**src/rtl/strobe_period_monitor.sv**
```systemverilog
// Checks a single-cycle rate strobe against its nominal period in clk cycles.
// Reports lock, flags early/late strobes, counts errors and keeps the last interval.
module strobe_period_monitor #(
    parameter int PERIOD     = 1000,
    parameter int TOLERANCE  = 0,
    parameter int LOCK_COUNT = 4,
    parameter int CNT_W      = 16
) (
    input  logic             clk,
    input  logic             rst,
    input  logic             strobe_in,
    input  logic             clear_errors,
    output logic             locked,
    output logic             period_ok,
    output logic             err_early,
    output logic             err_late,
    output logic [15:0]      err_count,
    output logic [CNT_W-1:0] last_period
);

    localparam int GOOD_W      = (LOCK_COUNT < 2) ? 1 : $clog2(LOCK_COUNT + 1);
    localparam int EARLY_BELOW = (TOLERANCE >= PERIOD) ? 0 : PERIOD - TOLERANCE;
    localparam logic [CNT_W-1:0]  LATE_CNT  = CNT_W'(PERIOD + TOLERANCE);
    localparam logic [CNT_W-1:0]  EARLY_CNT = CNT_W'(EARLY_BELOW);
    localparam logic [GOOD_W-1:0] LOCK_LAST = GOOD_W'(LOCK_COUNT - 1);

    typedef enum logic [1:0] {
        IDLE    = 2'd0,
        ACQUIRE = 2'd1,
        LOCKED  = 2'd2
    } state_t;

    state_t            state_q;
    logic [CNT_W-1:0]  cnt_q, cnt_d;
    logic [GOOD_W-1:0] goodCnt_q;
    logic [15:0]       errCount_q, errCount_d;
    logic [CNT_W-1:0]  lastPeriod_q;
    logic              locked_q, periodOk_q, errEarly_q, errLate_q;
    logic              active, lateHit, earlyHit, goodHit;

    // cnt_q holds the cycles elapsed since the reference strobe, so at the next
    // strobe it is the interval; a strobe on the late cycle still counts as good.
    always_comb begin
        active     = (state_q != IDLE);
        lateHit    = active && !strobe_in && (cnt_q == LATE_CNT);
        earlyHit   = active && strobe_in && (cnt_q < EARLY_CNT);
        goodHit    = active && strobe_in && !earlyHit;

        cnt_d = cnt_q + 1'b1;
        if (strobe_in) begin
            cnt_d = {{(CNT_W-1){1'b0}}, 1'b1};
        end else if (!active || lateHit) begin
            cnt_d = '0;
        end

        errCount_d = errCount_q;
        if (clear_errors) begin
            errCount_d = '0;
        end else if ((lateHit || earlyHit) && (errCount_q != 16'hFFFF)) begin
            errCount_d = errCount_q + 16'd1;
        end
    end

    always_ff @(posedge clk or posedge rst) begin
        if (rst) begin
            state_q      <= IDLE;
            cnt_q        <= '0;
            goodCnt_q    <= '0;
            errCount_q   <= '0;
            lastPeriod_q <= '0;
            locked_q     <= 1'b0;
            periodOk_q   <= 1'b0;
            errEarly_q   <= 1'b0;
            errLate_q    <= 1'b0;
        end else begin
            cnt_q      <= cnt_d;
            errCount_q <= errCount_d;
            periodOk_q <= goodHit;
            errEarly_q <= earlyHit;
            errLate_q  <= lateHit;
            if (active && strobe_in) begin
                lastPeriod_q <= cnt_q;
            end

            case (state_q)
                IDLE: begin
                    locked_q <= 1'b0;
                    if (strobe_in) begin
                        state_q   <= ACQUIRE;
                        goodCnt_q <= '0;
                    end
                end
                ACQUIRE: begin
                    if (lateHit) begin
                        state_q  <= IDLE;
                        locked_q <= 1'b0;
                    end else if (earlyHit) begin
                        goodCnt_q <= '0;
                    end else if (goodHit) begin
                        if (goodCnt_q == LOCK_LAST) begin
                            state_q  <= LOCKED;
                            locked_q <= 1'b1;
                        end else begin
                            goodCnt_q <= goodCnt_q + 1'b1;
                        end
                    end
                end
                LOCKED: begin
                    if (lateHit) begin
                        state_q  <= IDLE;
                        locked_q <= 1'b0;
                    end else if (earlyHit) begin
                        state_q   <= ACQUIRE;
                        goodCnt_q <= '0;
                        locked_q  <= 1'b0;
                    end
                end
                default: begin
                    state_q  <= IDLE;
                    locked_q <= 1'b0;
                end
            endcase
        end
    end

    assign locked      = locked_q;
    assign period_ok   = periodOk_q;
    assign err_early   = errEarly_q;
    assign err_late    = errLate_q;
    assign err_count   = errCount_q;
    assign last_period = lastPeriod_q;

endmodule

```
**config.mk**
```make
export PLATFORM = sky130hd
export DESIGN_NAME = strobe_period_monitor
export DESIGN_NICKNAME = d
export VERILOG_FILES = /design/src/rtl/strobe_period_monitor.sv
export SDC_FILE = /design/constraint.sdc
export NUM_CORES = 1
export LEC_CHECK = 0
export CAP_MARGIN = 20
export CORE_MARGIN = 10
export CORE_UTILIZATION = 45
export DETAILED_ROUTE_END_ITERATION = 8
export PLACE_DENSITY_LB_ADDON = 0.15
export SETUP_SLACK_MARGIN = 0.15
export SKIP_CTS_REPAIR_TIMING = 1
export SLEW_MARGIN = 20
export SYNTH_ARGS = -nofsm -noshare
export SYNTH_HDL_FRONTEND = slang
export SYNTH_SLANG_ARGS = --single-unit
```
**constraint.sdc**
```tcl
create_clock -name clk -period 2.65 [get_ports clk]
set_input_delay 0.6625 -clock clk [delete_from_list [all_inputs] [get_ports clk]]
set_output_delay 0.6625 -clock clk [all_outputs]
set_load 0.05 [all_outputs]
```
==> impl_results.md <==
* Largest family of logic cells by synthesized area: simple AND/OR/NAND/NOR gates
* Global route overflow at 0
* DRT antenna net count at 0
* Hold path endpoint: last_period[1]
* Fin nets at 337
* Reg clk slew, reported paths at 0.06 ns
* Drt drc at 0
* TritonRoute pass-1 iters at 4
* Die area at 9880 um^2
* Die W at 99.4 um
* Initial Util at between 40% and 50%
* Io pins at 40
* Max_slew headroom at 50.8%
* Worst-margin pin slew at 0.731 ns
* Fmax at 435 MHz
* # Max-Cap Violations at 0
* Post-DP HPWL at 4560 um
* Flop2flop setup slack at approximately 0.37 ns
* Starting DRT DRC Count at roughly 80
* Simple-Gate Fraction of Synth Area at 21.7%
* Required time of the critical path at 1.99 ns
* Synth top cells by count: 57 x dfrtp_1, 35 x nor2_1, 18 x mux2_2, 18 x nand2_1, 17 x nand3_1
* # rows at 28
* R2R Path End: err_count[6]
* Outcome: completed
* Final wirelength at 6340 um
* Synthesis warning total at 0
* Crit-path cells: clkdlybuf4s50_1
* Worst R2R Start: cnt_q[14]
* Mux cell area share after synthesis at 7.54%
* Top-area cell type share of the netlist area at 50.3%
* Xor and xnor fraction of the mapped netlist area at between 4 and 5%
* First-pass GRT wire length at 11000 um
* Syn_nets at 287
* Clock skew at slightly above 0.008 ns
* Clock Path Buffers at 2
* Root buf cell: clkbuf_8
* CTS tree: done
* WP data arrival at ~1.6 ns
* Post-synth ARST share at 100%
* Max FO, Critical Path at 7
* #FFs+latches synth at 57
* Synth area leaders: dfrtp_1 50%, mux2_2 7.1%, nor2_1 4.6%
* Final GP Congestion at ~0.85
* Die Y at between 90 and 100 um
* Final period util at 86.7%
* Final worst slack at approximately 0.35 ns
* Max VDD drop at 297 uV
* Antenna fix cells at 0
* Worst-Skew Late Latency at 0.34 ns
* Vias at 2273
* Slowest CP cell: clkdlybuf4s50_1
* Worst R2R Path Depth at 6
* Netlist Area Pre-Place at around 2800 um^2
* Avg Cell Area, Syn at roughly 10 um^2
* Slowest stage delay, CP at 0.85 ns
* CP top delay family: buffers and inverters
* CP Buf/Inv Count at 1
* Initial antenna violation count at 0
* Number of global-route vias before repair at 2209
* Filler cells at about 530
* Total GRT Usage at about 13%
* Yosys cell types at 44
* Clock period minus worst slack at 2.30 ns
* HP Class: flop to flop
* Cell depth of the worst setup path at 1
* Adder-Cell Fraction of Synth Area at 2.21%
* Syn Inst Count at 278
* Startpoint Class: flop
* Post-DR wirelength/cell at around 16 um
* Most common cell in the netlist: dfrtp_1
* Port bufs at 39
* Sequential area share after synthesis at 50.3%
* Crit end category: output pin
* Largest net degree at the start of global routing at 25
* Pre-CTS WS at -0.193 ns
* Leakage power at 0.00155 uW
* Final hold violations at 0
* Average vias per placed instance at 5.57
* Synth Area in Compound Gates at 10.2%
* Post-DP Area at 3390 um^2
* P per Cell Area at 535 nW/um^2
* Area leader, netlist: dfrtp_1
* WHS Path Cells at 2
* CTS Sinks at 57
* Register area at approximately 1400 um^2
* Setup CP Type: flop to output pin
* Final setup violation count at 0
* H-tree levels at 3
* Main synth FF type: dfrtp_1
* Max-slew violations at 0
* Layout cell share with drive strength beyond 1 at 16.8%
* RSZ-0062 raised after global routing: no
* Multi-input gate area at 1310 um^2
* Post-synth EDFFs at 0
* Num CTS Buffers at 9
* Core area at 6030 um^2
* Hold path start: last_period[1]
* Area grow syn2layout at 26.5%
* Fin area at between 3000 and 4000 um^2
## tightest hold or removal path, delay by kind of cell (launching register included)
family	cells	cell delay, ns
DFF	1	0.34
AOI/OAI and AO/OA	1	0.06
and+or+nand+nor	1	0.04
## cell families after synthesis
family,Yosys count
buffers and inverters,22
adder cells (fa/ha/maj),5
multiplexers,19
XOR/XNOR,14
flip-flops,57
AO/OA/AOI/OAI,45
AND/OR/NAND/NOR,116
## sequential cells by signal (all words and copies together), names as in the netlist
register     cells
cnt_q           16
err_count       16
err_early        1
err_late         1
goodCnt_q        3
last_period     16
locked           1
period_ok        1
state_q          2
## area by class of cell
type | count | share of cell area (%)
inverters | 9 | 0.942
well taps | 75 | 2.62
repair buffers | 52 | 14.7
flip-flops and latches | 57 | 39.8
multi-input cells | 199 | 36.5
clock inverters | 6 | 1.60
clock buffers | 10 | 3.84
## cell usage in the layout (no fill, tap or decap), types with 8 or more instances in the layout
| master | n |
|---|---|
| a21oi_1 | 12 |
| buf_4 | 10 |
| clkbuf_8 | 10 |
| clkdlybuf4s50_1 | 38 |
| dfrtp_1 | 57 |
| inv_1 | 8 |
| mux2_2 | 18 |
| nand2_1 | 18 |
| nand3_1 | 17 |
| nor2_1 | 35 |
| o21ai_0 | 9 |
| o31ai_1 | 11 |
| or4_1 | 9 |
## where the power goes
group	total [uW]	leakage, uW	internal (uW)	switching (uW)
clock	801	0.000102	452	349
combinational	199	0.000672	78.1	121
sequential	920	0.000776	896	23.7
total	1920	0.00155	1430	493
## per-layer routing
metal | global-route usage [%] | share of wire, % | up-vias | routed length (um)
met5 | 0 | 0 | - | 0
met4 | 6.28 | 1.7 | 0 | 106
met3 | 4.78 | 6.8 | 9 | 428
met2 | 18.5 | 44 | 56 | 2770
met1 | 18.3 | 48 | 1108 | 3040
li1 | - | - | 1100 | -
## how the worst max path moves through the flow
| stage | start | end | slack [ns] |
|---|---|---|---|
| 2_1_floorplan | strobe_in | err_count[12] | 0.24 |
| 3_3_place_gp | strobe_in | err_count[6] | -0.17 |
| 3_5_place_dp | strobe_in | err_count[6] | -0.19 |
| 4_1_cts | strobe_in | err_count[6] | 0.16 |
| 5_1_grt | cnt_q[14] | err_count[8] | 0.22 |
| 6_report | err_count[3] | err_count[3] | 0.35 |
## stage by stage
stage	total power, uW	hold slack, ns	instances	setup TNS (ns)	util, %
2_1_floorplan	1070	0.479	278	0	-
3_5_place_dp	1140	0.475	392	-1.70	56.2
4_1_cts	1950	0.490	408	0	59.4
5_1_grt	2010	0.505	408	0	59.5
3_3_place_gp	1130	0.462	392	-1.61	56.2
6_report	1920	0.481	408	0	59.5
No activity file was read; power rests on OpenSTA's default activity.
